### config.mk
export PLATFORM = sky130hd
export DESIGN_NAME = fp_divide_seq
export DESIGN_NICKNAME = d
export VERILOG_FILES = /design/src/rtl/fp_divide_seq_pkg.sv /design/src/rtl/fp_divide_seq_step.sv /design/src/rtl/fp_divide_seq.sv
export SDC_FILE = /design/constraint.sdc
export NUM_CORES = 1
export LEC_CHECK = 0
export ABC_AREA = 1
export BUFFER_PORTS_ARGS = -buffer_cell sky130_fd_sc_hd__buf_2
export CORE_MARGIN = 10
export CORE_UTILIZATION = 35
export CTS_BUF_LIST = sky130_fd_sc_hd__clkbuf_16
export DETAILED_ROUTE_END_ITERATION = 6
export HOLD_SLACK_MARGIN = 0.15
export PLACE_DENSITY = 0.55
export SLEW_MARGIN = 20
export SYNTH_ARGS = -nofsm -noshare
export SYNTH_HDL_FRONTEND = slang
export SYNTH_HIERARCHICAL = 1
export SYNTH_SLANG_ARGS = --single-unit
### constraint.sdc
create_clock -name clk -period 6.6 [get_ports clk]
set_input_delay 0.33 -clock clk [delete_from_list [all_inputs] [get_ports clk]]
set_output_delay 0.33 -clock clk [all_outputs]
set_load 0.005 [all_outputs]
### src/rtl/fp_divide_seq_pkg.sv
// rtl/fp_divide_seq_pkg.sv - shared state encoding, flag positions and exponent bias helper
package fp_divide_seq_pkg;

   typedef enum logic [1:0] {
      S_IDLE  = 2'd0,
      S_ITER  = 2'd1,
      S_ROUND = 2'd2,
      S_DONE  = 2'd3
   } state_t;

   localparam int FLAG_W         = 4;
   localparam int FLAG_INVALID   = 3;
   localparam int FLAG_DIV_ZERO  = 2;
   localparam int FLAG_OVERFLOW  = 1;
   localparam int FLAG_UNDERFLOW = 0;

   function automatic int exp_bias(input int exp_w);
      return (1 << (exp_w - 1)) - 1;
   endfunction

endpackage

### src/rtl/fp_divide_seq_step.sv
// rtl/fp_divide_seq_step.sv - one combinational radix-2 restoring division step
module fp_div_step #(
   parameter int WIDTH = 25
) (
   input  logic [WIDTH-1:0] rem,
   input  logic [WIDTH-1:0] divisor,
   output logic [WIDTH-1:0] rem_next,
   output logic             q_bit
);

   logic [WIDTH-1:0] diff;

   // rem < 2*divisor is invariant, so the left shift never loses a set bit
   always_comb begin
      q_bit    = (rem >= divisor);
      diff     = q_bit ? (rem - divisor) : rem;
      rem_next = diff << 1;
   end

endmodule

### src/rtl/fp_divide_seq.sv
// rtl/fp_divide_seq.sv - multi-cycle IEEE-754 divider with handshakes, RNE rounding and flags
module fp_divide_seq
   import fp_divide_seq_pkg::*;
#(
   parameter int EXP_W = 8,
   parameter int MAN_W = 23
) (
   input  logic                     clk,
   input  logic                     rst,
   input  logic                     in_valid,
   output logic                     in_ready,
   input  logic [EXP_W+MAN_W:0]     a,
   input  logic [EXP_W+MAN_W:0]     b,
   output logic                     out_valid,
   input  logic                     out_ready,
   output logic [EXP_W+MAN_W:0]     result,
   output logic [FLAG_W-1:0]        flags
);

   localparam int W  = 1 + EXP_W + MAN_W;
   localparam int N  = MAN_W + 3;
   localparam int RW = MAN_W + 2;
   localparam int CW = $clog2(N + 1);
   localparam int EW = EXP_W + 2;

   localparam logic signed [EW-1:0] BIAS  = EW'(exp_bias(EXP_W));
   localparam logic signed [EW-1:0] E_MAX = EW'((1 << EXP_W) - 1);
   localparam logic signed [EW-1:0] ONE   = EW'(1);
   localparam logic [CW-1:0]        LAST  = CW'(N - 1);
   localparam logic [EXP_W-1:0]     EXP_ONES = '1;
   localparam logic [W-1:0]         QNAN  = {1'b0, EXP_ONES, 1'b1, {(MAN_W-1){1'b0}}};

   state_t state, state_nx;

   logic                 sa, sb, sq;
   logic [EXP_W-1:0]     ea, eb;
   logic [MAN_W-1:0]     ma, mb;
   logic                 a_zero, b_zero, a_inf, b_inf, a_nan, b_nan;

   logic                 spec_hit;
   logic [W-1:0]         spec_res;
   logic [FLAG_W-1:0]    spec_flags;

   logic [RW-1:0]        rem, div, rem_nx;
   logic                 q_bit;
   logic [N-1:0]         q;
   logic signed [EW-1:0] e, e_load;
   logic [CW-1:0]        cnt;
   logic                 sign_r;

   logic [N-2:0]         q_frac;
   logic signed [EW-1:0] e_norm, e_fin;
   logic [MAN_W:0]       frac_sum;
   logic                 round_up;
   logic [W-1:0]         rnd_res;
   logic [FLAG_W-1:0]    rnd_flags;

   assign {sa, ea, ma} = a;
   assign {sb, eb, mb} = b;
   assign sq     = sa ^ sb;
   assign a_zero = (ea == '0);
   assign b_zero = (eb == '0);
   assign a_inf  = (ea == EXP_ONES) && (ma == '0);
   assign b_inf  = (eb == EXP_ONES) && (mb == '0);
   assign a_nan  = (ea == EXP_ONES) && (ma != '0);
   assign b_nan  = (eb == EXP_ONES) && (mb != '0);
   assign e_load = $signed({2'b00, ea}) - $signed({2'b00, eb}) + BIAS;

   // Subnormal operands fall into the zero classes (flush-to-zero)
   always_comb begin
      spec_hit   = 1'b1;
      spec_res   = '0;
      spec_flags = '0;
      if (a_nan || b_nan) begin
         spec_res = QNAN;
      end else if ((a_zero && b_zero) || (a_inf && b_inf)) begin
         spec_res = QNAN;
         spec_flags[FLAG_INVALID] = 1'b1;
      end else if (a_inf) begin
         spec_res = {sq, EXP_ONES, {MAN_W{1'b0}}};
      end else if (b_zero) begin
         spec_res = {sq, EXP_ONES, {MAN_W{1'b0}}};
         spec_flags[FLAG_DIV_ZERO] = 1'b1;
      end else if (b_inf || a_zero) begin
         spec_res = {sq, {(W-1){1'b0}}};
      end else begin
         spec_hit = 1'b0;
      end
   end

   fp_div_step #(.WIDTH(RW)) u_step (
      .rem      (rem),
      .divisor  (div),
      .rem_next (rem_nx),
      .q_bit    (q_bit)
   );

   // Quotient is in [0.5, 2): normalise, then round on guard/round/sticky
   always_comb begin
      q_frac    = q[N-1] ? q[N-2:0] : {q[N-3:0], 1'b0};
      e_norm    = q[N-1] ? e : e - ONE;
      round_up  = q_frac[1] & (q_frac[0] | (|rem) | q_frac[2]);
      frac_sum  = {1'b0, q_frac[N-2:2]} + {{MAN_W{1'b0}}, round_up};
      e_fin     = frac_sum[MAN_W] ? e_norm + ONE : e_norm;
      rnd_flags = '0;
      if (e_fin >= E_MAX) begin
         rnd_res = {sign_r, EXP_ONES, {MAN_W{1'b0}}};
         rnd_flags[FLAG_OVERFLOW] = 1'b1;
      end else if (e_fin[EW-1] || (e_fin == '0)) begin
         rnd_res = {sign_r, {(W-1){1'b0}}};
         rnd_flags[FLAG_UNDERFLOW] = 1'b1;
      end else begin
         rnd_res = {sign_r, e_fin[EXP_W-1:0], frac_sum[MAN_W-1:0]};
      end
   end

   always_ff @(posedge clk or posedge rst) begin
      if (rst) state <= S_IDLE;
      else     state <= state_nx;
   end

   always_comb begin
      state_nx = state;
      case (state)
         S_IDLE:  if (in_valid) state_nx = spec_hit ? S_DONE : S_ITER;
         S_ITER:  if (cnt == LAST) state_nx = S_ROUND;
         S_ROUND: state_nx = S_DONE;
         S_DONE:  if (out_ready) state_nx = S_IDLE;
         default: state_nx = S_IDLE;
      endcase
   end

   always_comb begin
      in_ready  = (state == S_IDLE);
      out_valid = (state == S_DONE);
   end

   always_ff @(posedge clk or posedge rst) begin
      if (rst) begin
         rem    <= '0;
         div    <= '0;
         q      <= '0;
         e      <= '0;
         cnt    <= '0;
         sign_r <= 1'b0;
         result <= '0;
         flags  <= '0;
      end else begin
         case (state)
            S_IDLE: if (in_valid) begin
               sign_r <= sq;
               if (spec_hit) begin
                  result <= spec_res;
                  flags  <= spec_flags;
               end else begin
                  rem <= {2'b01, ma};
                  div <= {2'b01, mb};
                  e   <= e_load;
                  q   <= '0;
                  cnt <= '0;
               end
            end
            S_ITER: begin
               rem <= rem_nx;
               q   <= {q[N-2:0], q_bit};
               cnt <= cnt + CW'(1);
            end
            S_ROUND: begin
               result <= rnd_res;
               flags  <= rnd_flags;
            end
            default: ;
         endcase
      end
   end

endmodule

# Yosys cells after proc, flatten, opt, wreduce, memory -nomap -nowiden
# Index checks and enable logic that the tools add are counted.
word_totals:
  memories: 0
  ramBits: 0
  reg_bits: 129
  latch_bits: 0
  mem_bits_ro: 0
  output_inout_bits: 38
  elab_cells: 104
  input_bits: 68
op_classes:
  n_mul: 0
  n_eq_ne: 11
  div_mod_pow: 0
  muxes: 44
  reduce_logical: 26
  bitwise_logic: 5
  n_shift: 0
  n_lt_le_gt_ge: 2
  add_sub_neg: 7
op_table:
  columns: ["operator", "count"]
  rows:
  - ["32-bit 2-to-1 mux", 7]
  - ["25-bit 2-to-1 mux", 3]
  - ["32-bit one-hot mux with 2 select lines", 1]
  - ["31-bit 2-to-1 mux", 2]
  - ["26-bit 2-to-1 mux", 2]
  - ["26-bit one-hot mux with 2 select lines", 1]
  - ["25-bit one-hot mux with 2 select lines", 1]
  - ["23-bit logical NOT", 2]
  - ["23-bit nonzero test", 2]
  - ["25-bit by 24-bit >= comparator with 1-bit output", 1]
  - ["25-bit OR reduction", 1]
  - ["23-bit by 1-bit adder with 24-bit output", 1]
  - ["24-bit 2-to-1 mux", 1]
  - ["24-bit subtractor", 1]
  - ["10-bit 2-to-1 mux", 2]
  - ["8-bit == test (second input constant)", 2]
  - ["8-bit logical NOT", 2]
  - ["1-bit 2-to-1 mux", 12]
  - ["3-bit AND reduction", 4]
  - ["10-bit by 2-bit adder with 10-bit output (second input constant)", 1]
  - ["9-bit by 8-bit adder with 10-bit output (second input constant)", 1]
  - ["10-bit by 9-bit >= comparator with 1-bit output (second input constant)", 1]
  - ["10-bit logical NOT", 1]
  - ["2-bit 2-to-1 mux", 5]
  - ["22 further kinds", 38]

# Logic depth before layout (Yosys ltp)
# Gate-level depths: netlist of run 1.
logic_depth:
  word_depth: 11
  ltp_mapped: 23

# By module
# Netlist of run 1, hierarchy kept.
modules_own_cells:
  columns: ["module", "instances", "cells_each", "seq_area_each_um2", "area_each_um2"]
  rows:
  - ["fp_divide_seq", 1, 1096, 3228.1, 7937.6]
  - ["fp_div_step", 1, 491, 0.0, 2373.5]

# Worst setup path after synthesis of run 1
# No wires, ideal clock.
synth_timing:
  path_kind: "reg2reg"
  start: "reg e[0]"
  end: "reg result[14]"
  path_stages_with_launch: 19
  n_path_buf: 1
  required_ns: 6.483
  t_arrival_ns: 2.350
  setup_time_ns: 0.117
  slack_ns: 4.133
  period_less_slack_ns: 2.467
  path_cell_list: "dfrtp_1 inv_1 ha_1 o21ai_1 ha_1 nand2_1 nor2_1 nand2_1 nor2_1 nand3_1 nand2_1 nand2_1 nor2_1 nand3_1 nand2_2 nand2_4 buf_4 nand3_1 nand2_1"
synth_via:
  elab_chain_len: 9
synth_lines:
  columns: ["item", "line_no", "rtl"]
  rows:
  - ["from (decl)", "fp_divide_seq.sv:47", "logic signed [EW-1:0] e, e_load;"]
  - ["from (signal assigned)", "fp_divide_seq.sv:158", "e <= e_load;"]
  - ["10-bit by 2-bit subtractor with 10-bit output", "fp_divide_seq.sv:101", "e_norm = q[N-1] ? e : e - ONE;"]
  - ["10-bit 2-to-1 mux *", "fp_divide_seq.sv:101", null]
  - ["10-bit by 2-bit adder with 10-bit output", "fp_divide_seq.sv:104", "e_fin = frac_sum[MAN_W] ? e_norm + ONE : e_norm;"]
  - ["10-bit 2-to-1 mux *", "fp_divide_seq.sv:104", null]
  - ["branches (longest 3 deep; another with 10-bit by 9-bit >= comparator with 1-bit output)", null, null]
  - ["31-bit 2-to-1 mux *", "fp_divide_seq.sv:106", "if (e_fin >= E_MAX) begin"]
  - ["32-bit one-hot mux with 2 select lines *", "fp_divide_seq.sv:149", "case (state)"]
  - ["to (signal assigned)", "fp_divide_seq.sv:153", "result <= spec_res;"]
  - ["to (signal assigned)", "fp_divide_seq.sv:169", "result <= rnd_res;"]
  - ["to (decl)", "fp_divide_seq.sv:16", "output logic [EXP_W+MAN_W:0] result,"]
# Mark *: on every way between the ends.
# A chain may end at the register's enable or synchronous reset.

# Worst setup path in the final report of run 1
layout_timing:
  start: "reg q[25]"
  end: "reg result[4]"
layout_via:
  elab_chain_len: 11
layout_lines:
  columns: ["item", "line_no", "rtl"]
  rows:
  - ["from (decl)", "fp_divide_seq.sv:46", "logic [N-1:0] q;"]
  - ["from (signal assigned)", "fp_divide_seq.sv:165", "q <= {q[N-2:0], q_bit};"]
  - ["branches (longest 9 deep; another with 23-bit by 1-bit adder with 24-bit output)", null, null]
  - ["31-bit 2-to-1 mux *", "fp_divide_seq.sv:106", null]
  - ["32-bit one-hot mux with 2 select lines *", "fp_divide_seq.sv:149", null]
# Marked as above.

==> results_dict.tcl, run 1 <==
set metrics [dict create \
    power_per_cell_area_mw_per_mm2 469 \
    tightest_slew_ps 864 \
    syn_inst 1587 \
    hold_start "b[4]" \
    startpoint "q[25]" \
    regArea_mm2 0.00323 \
    fp.dieArea_mm2 0.0367 \
    rsz0062_at_grt "false" \
    path_cells "buf_4 -> nand2_1 -> o21ai_1 -> nand2_1 -> nor2_4 -> nand4_2 -> nor2_4 -> nand3_2 -> nand2_1 -> nand2_1 -> nor2_1 -> nand2_2 -> nand2_2 -> inv_2 -> nand3_1 -> nand2_1" \
    crit_fanout 53 \
    postCtsSetupBuffers 0 \
    critPathKind "register to register" \
    synth_flop_cell "dfrtp_1" \
    p_comb_share_pct 60.0 \
    cts_resized 0 \
    grt_pass1_vias 9867 \
    synthesis.area_mm2 0.0103 \
    cts-root-buf "clkbuf_16" \
    pwr-share-seq_pct 22.5 \
    core_mm2 0.0289 \
    final_area_mm2 0.0118 \
    synth_largest_area_cell "dfrtp_1" \
    via_per_inst 4.78 \
    gp_congestion 0.901 \
    fmax_ghz 0.299 \
    start_util_pct 35.7 \
    synth.area.top_cells "dfrtp_1 (31%), nand2_1 (20%), inv_1 (9.2%)" \
    cap_violations 0 \
    path_buf_inv 2 \
    max_stage_delay_ps 460 \
    antenna_found_initial 0 \
    drive_above_1_share_pct 12.4 \
    nNetsFinal 1791 \
    cp-start-kind "register" \
    yosys_warnings 6 \
    finalHoldViolCount 0 \
    reg2reg_from "q[25]" \
    fin_crit_sh_pct 50.8 \
    grt_overflow 0 \
    routed_wl_um 29400 \
    rows 62 \
    endpoint_kind "register" \
    synth_cell_type_count 51 \
    crit_required_ps 6910 \
    die_w_um 192 \
    postSynthAreaPerCell_um2 6.50 \
    vias 9908 \
    place_area_mm2 0.0111 \
    ys_seq_area_share_pct 31.3 \
    setup_viol 0 \
    ir_drop_v 0.000218 \
    synth.top_cell.area_share_pct 31.3 \
    dp_hpwl_um 23300 \
    clock_latency_ps 430 \
    synth_nets 1700 \
    finalClockSkew_ps 7.48 \
    yosysMostFrequentCell "nand2_1" \
    synth_common_cells "nand2_1 (536), inv_1 (254), dfrtp_1 (129), nor2_1 (121), nand3_1 (92)" \
    status "complete, no violations" \
    slew_headroom_pct 42.2 \
    ios 106 \
    p_sw_uw 2820 \
    switching_share_pct 51.1 \
    fill_cells 3134 \
    power_leakage_uw 0.00630 \
    first_pass_iters 5 \
    multi_input_area_mm2 0.00581 \
    drcViolationCount 0 \
    ctsHoldBuffers 9 \
    cpLargestDelayFamily "simple AND/OR/NAND/NOR gates" \
    cts.clk_slew.worst_paths_ps 60 \
    cpMostUsedCell "nand2_1" \
    hold_path_class "primary input to register" \
    slew_viol_final 0 \
    die_y_um 192 \
    cts-buffers-inserted 17 \
    grt_pass1_wl_um 48800 \
    grt_max_degree 75 \
    synthArstFlopShare_pct 100 \
    io_buffers 105 \
    p_clk_share_pct 17.5 \
    p_int_uw 2710 \
    routedWlPerCell_um 14.2 \
    period_needed_ps 3350 \
    grt_usage_pct 16.4 \
    setup-tns-final_ps 0 \
    critPathArrivalTime_ps 3660 \
    antenna_cells 0 \
    postRouteAntennaNets 0 \
    cts_sinks 129 \
    area_growth_pct 14.3 \
    drt_iter0_drc 668 \
    whs_ps 170 \
    crit_slowest_cell "buf_4" \
    cts_tree "done" \
    cts_buffer_depth 2 \
    synth-edff-count 0 \
    synth_seq_cells 129 \
    h-tree-depth 4 \
]
==> final timing paths <==
| path | to | slack, ps | cells past startpoint |
|---|---|---|---|
| worst min-delay path | div[4] | 170 | 3 |
| worst max register to register | result[4] | 3250 | 16 |
| max in group asynchronous | e[4] | 4810 | 4 |
| worst min register to register | div[23] | 470 | 1 |
| min in group asynchronous | rem[1] | 550 | 3 |
| worst max-delay path | result[4] | 3250 | 16 |
==> kinds of logic (layout without fill, tap and decap cells) <==
| group | after synthesis | in the layout | synth area share [%] |
|---|---|---|---|
| flip-flops | 129 | 129 | 31.3 |
| XOR/XNOR | 35 | 35 | 3.05 |
| adder cells (fa/ha/maj) | 45 | 45 | 5.61 |
| AND/OR/NAND/NOR | 880 | 880 | 37.5 |
| other | 2 | 2 | 0.0728 |
| buffers and inverters | 316 | 419 | 12.4 |
| AO/OA/AOI/OAI | 180 | 180 | 10.0 |
==> per-layer routing <==
layer | up-vias | part of all wire, % | track usage (%) | wire [um]
li1 | 5211 | - | - | -
met1 | 4499 | 49 | 21.7 | 14400
met2 | 171 | 46 | 27.4 | 13500
met3 | 27 | 3.7 | 2.48 | 1090
met4 | 0 | 1.5 | 4.45 | 431
met5 | - | 0 | 0 | 0
==> tightest hold or removal path, delay by kind of cell <==
family	cells	cell delay [ps]
compound gates	1	70
buf+inv	2	140
==> layout make-up <==
class,instances,area share [%]
Multi-Input combinational cell,1142,49.3
Tap cell,384,4.08
Sequential cell,129,27.4
Clock inverter,14,1.42
Inverter,267,8.57
Clock buffer,17,3.61
Timing Repair Buffer,121,5.67
==> power by group through the flow <==
stage          logic (uW)  registers, uW  clock network, uW
2_1_floorplan        2620           1170                  0
3_3_place_gp         3260           1250                  0
3_5_place_dp         3290           1260                  0
4_1_cts              3310           1240                985
5_1_grt              3840           1280               1020
6_report             3310           1250                967
==> registers in the layout, indices dropped and copies added (netlist names) <==
name and flops:
result 32, q 26, rem 25, div 24, e 10, cnt 5, flags 4, state 2
sign_r 1
==> through the flow <==
stage | setup WS (ps) | total power (uW) | instances | utilization [%]
CTS | 3280 | 5540 | 2074 | 40.8
global placement | 2990 | 4510 | 2034 | 38.5
finish | 3250 | 5530 | 2074 | 40.8
detailed placement | 2890 | 4550 | 2034 | 38.5
global route | 2830 | 6140 | 2074 | 40.8
floorplan | 2830 | 3800 | 1587 | -
==> placed cells by master, fill, tap and decap left out, types with 3 or more instances in the layout <==
master	netlist	layout
o21ai_2	8	8
buf_4	4	7
buf_2	7	105
clkinv_1	3	4
nand3_2	4	4
clkinv_4	0	5
nor2_4	7	7
inv_1	254	254
a31oi_1	12	12
a211oi_1	14	14
dfrtp_1	129	128
o21ai_0	67	67
dlygate4sd3_1	0	9
o21ai_1	18	18
nor3_2	3	3
nand3b_1	9	9
nor3_1	10	10
nand4_1	54	54
nand3_1	92	92
nand2_1	536	536
bufinv_16	0	3
xnor2_1	5	5
nand2_2	12	12
xor2_1	29	29
o22ai_1	4	4
nor2_2	10	10
ha_1	43	42
o31ai_1	5	5
nor2_1	121	121
inv_2	9	9
clkbuf_16	0	17
a21oi_1	43	43
nor4_1	12	12
Power figures use the tool's default switching activity.
==> inputs of run 2 (changes only) <==
Settings changed: PLACE_DENSITY 0.55 to 0.57.
Clock period 6.6 ns to 3 ns, I/O delays scaled along.
==> run 2 against run 1 <==
Compared with the run above:
- sequential cell count stayed put
- total power is 130% higher
- sequential power is 120% higher
- die area stayed put
- final cell count is 3.4% higher
- first-iteration DRC count is 1.2% lower
- non-clock buffer count is 67 higher
- combinational power is 130% higher
- cell area is 6.5% higher
- sequential share of layout area is 1.7 points lower
- worst setup slack worse by 3100 ps
- critical path depth is 3 lower
- largest cell class unchanged
==> results_dict.tcl, run 2 (synthesis gave the netlist of run 1 again) <==
set metrics [dict create \
    final_cell_mix "nand2_1 (533), inv_1 (253), dfrtp_1 (127)" \
    setup-tns-final_ps 0 \
    multi_input_area_mm2 0.00591 \
    status "complete, no violations" \
    period_needed_ps 2810 \
    drcViolationCount 0 \
    postRouteAntennaNets 0 \
    fmax_ghz 0.355 \
    largest_register "result" \
    cp-start-kind "primary input" \
    crit_fanout 13 \
    crit_required_ps 3310 \
    grt_pass1_wl_um 51100 \
    fp.dieArea_mm2 0.0367 \
    drive_above_1_share_pct 14.6 \
    finalHoldViolCount 0 \
    tightest_slew_ps 598 \
    setup_viol 0 \
    finalClockSkew_ps 15.5 \
    cts-root-buf "clkbuf_16" \
    nNetsFinal 1859 \
    ios 106 \
    start_util_pct 35.7 \
    largest_reg_flops 32 \
    regArea_mm2 0.00323 \
    grt_usage_pct 17.1 \
    power_leakage_uw 0.00663 \
    max_stage_delay_ps 550 \
    clock_latency_ps 430 \
    final_common_cell "nand2_1" \
    grt_overflow 0 \
    grt_pass1_vias 10100 \
    die_w_um 192 \
    path_buf_inv 5 \
    cts_tree "done" \
    top_regs "result: 32 flops, q: 26 flops, rem: 25 flops" \
    path_cells "dlygate4sd3_1 -> buf_2 -> inv_1 -> nand4_1 -> nor2_1 -> nand4_1 -> o21ai_0 -> nor2_1 -> nand2_1 -> inv_1 -> nand2_1 -> clkinv_1 -> or2_2" \
    gp_congestion 0.904 \
    critPathArrivalTime_ps 3120 \
    slew_headroom_pct 59.9 \
    cts_buffer_depth 2 \
    area_growth_pct 21.8 \
    routedWlPerCell_um 14.5 \
    cap_violations 0 \
    first_pass_iters 5 \
    ir_drop_v 0.000477 \
    cpLargestDelayFamily "simple AND/OR/NAND/NOR gates" \
    via_per_inst 4.84 \
    fin_crit_sh_pct 93.8 \
    total_power_uw 12600 \
    antenna_found_initial 2 \
    h-tree-depth 4 \
    routed_wl_um 31000 \
    hold_path_class "primary input to register" \
    cts-buffers-inserted 17 \
    cts.clk_slew.worst_paths_ps 60 \
    timing.final.ws_setup_ps 186 \
    die_y_um 192 \
    power_per_cell_area_mw_per_mm2 1000 \
    rows 62 \
    slew_viol_final 0 \
    critPathKind "primary input to register" \
    core_mm2 0.0289 \
    crit_slowest_cell "dlygate4sd3_1" \
    dp_hpwl_um 24000 \
    fill_cells 3111 \
    pre_cts_ws_ps 37.3 \
    whs_ps 181 \
    drt_iter0_drc 660 \
    io_buffers 105 \
    grt_max_degree 52 \
    endpoint_kind "register" \
    cts_sinks 129 \
    vias 10400 \
]
==> run 2: cell types whose count changed in the layout (fill, tap and decap cells not counted), sizes merged <==
cell,change
dlygate4sd3,+39
buf,+28
clkinv,-6
inv,+6
clkinvlp,+4
bufinv,-3
diode,+2
nand2,+1
==> run 2: worst register-to-register path, delay by kind of cell, from the launching register on <==
kind	cells	cell delay (ps)
flip-flops	1	410
AO/OA/AOI/OAI	2	340
adder cells (fa/ha/maj)	2	530
AND/OR/NAND/NOR	13	1390
buffers and inverters	1	60
==> run 2: stage by stage <==
step           utilization [%]  std cells  instance area [um2]
2_1_floorplan                -       1587                10300
3_3_place_gp              39.3       2056                11300
3_5_place_dp              39.3       2056                11300
4_1_cts                   42.9       2136                12400
5_1_grt                   43.5       2145                12600
6_report                  43.5       2145                12600
==> run 2: final timing paths <==
path	startpoint	endpoint	slack (ps)	cells past startpoint
setup / recovery	a[2]	div[23]	190	13
hold / removal	a[13]	rem[13]	180	5
setup reg to reg	e[0]	result[30]	210	18
hold reg to reg	div[23]	div[23]	480	1
max in group asynchronous	rst	div[13]	2120	4
min in group asynchronous	rst	rem[1]	290	3
==> run 2: layer usage <==
layer	global-route usage, %	wire (um)	vias up
met5	0	0	-
met4	4.60	533	0
met3	2.48	1520	39
met2	27.9	14200	264
met1	23.2	14800	4747
li1	-	-	5339
==> run 2: final cells by class <==
| type | instances | share of cell area, % |
|---|---|---|
| antenna | 2 | 0.0399 |
| clock buffer | 17 | 3.39 |
| clock inverter | 15 | 1.15 |
| inverter | 267 | 8.05 |
| multi-input combinational | 1143 | 47.1 |
| sequential | 129 | 25.7 |
| tap | 384 | 3.83 |
| timing repair buffer | 188 | 10.7 |
==> run 2: where the power goes <==
group | internal (uW) | switching, uW
Sequential | 2260 | 500
Combinational | 2660 | 5060
Clock | 1100 | 970
==> run 2: repair_timing <==
action / CTS / global route
resized for setup: 0 / 25
buffers inserted: 0 / 5
endpoints found under the setup margin: 0 / 33
hold endpoints to repair: 84 / 0
hold buffers: 48 / 0
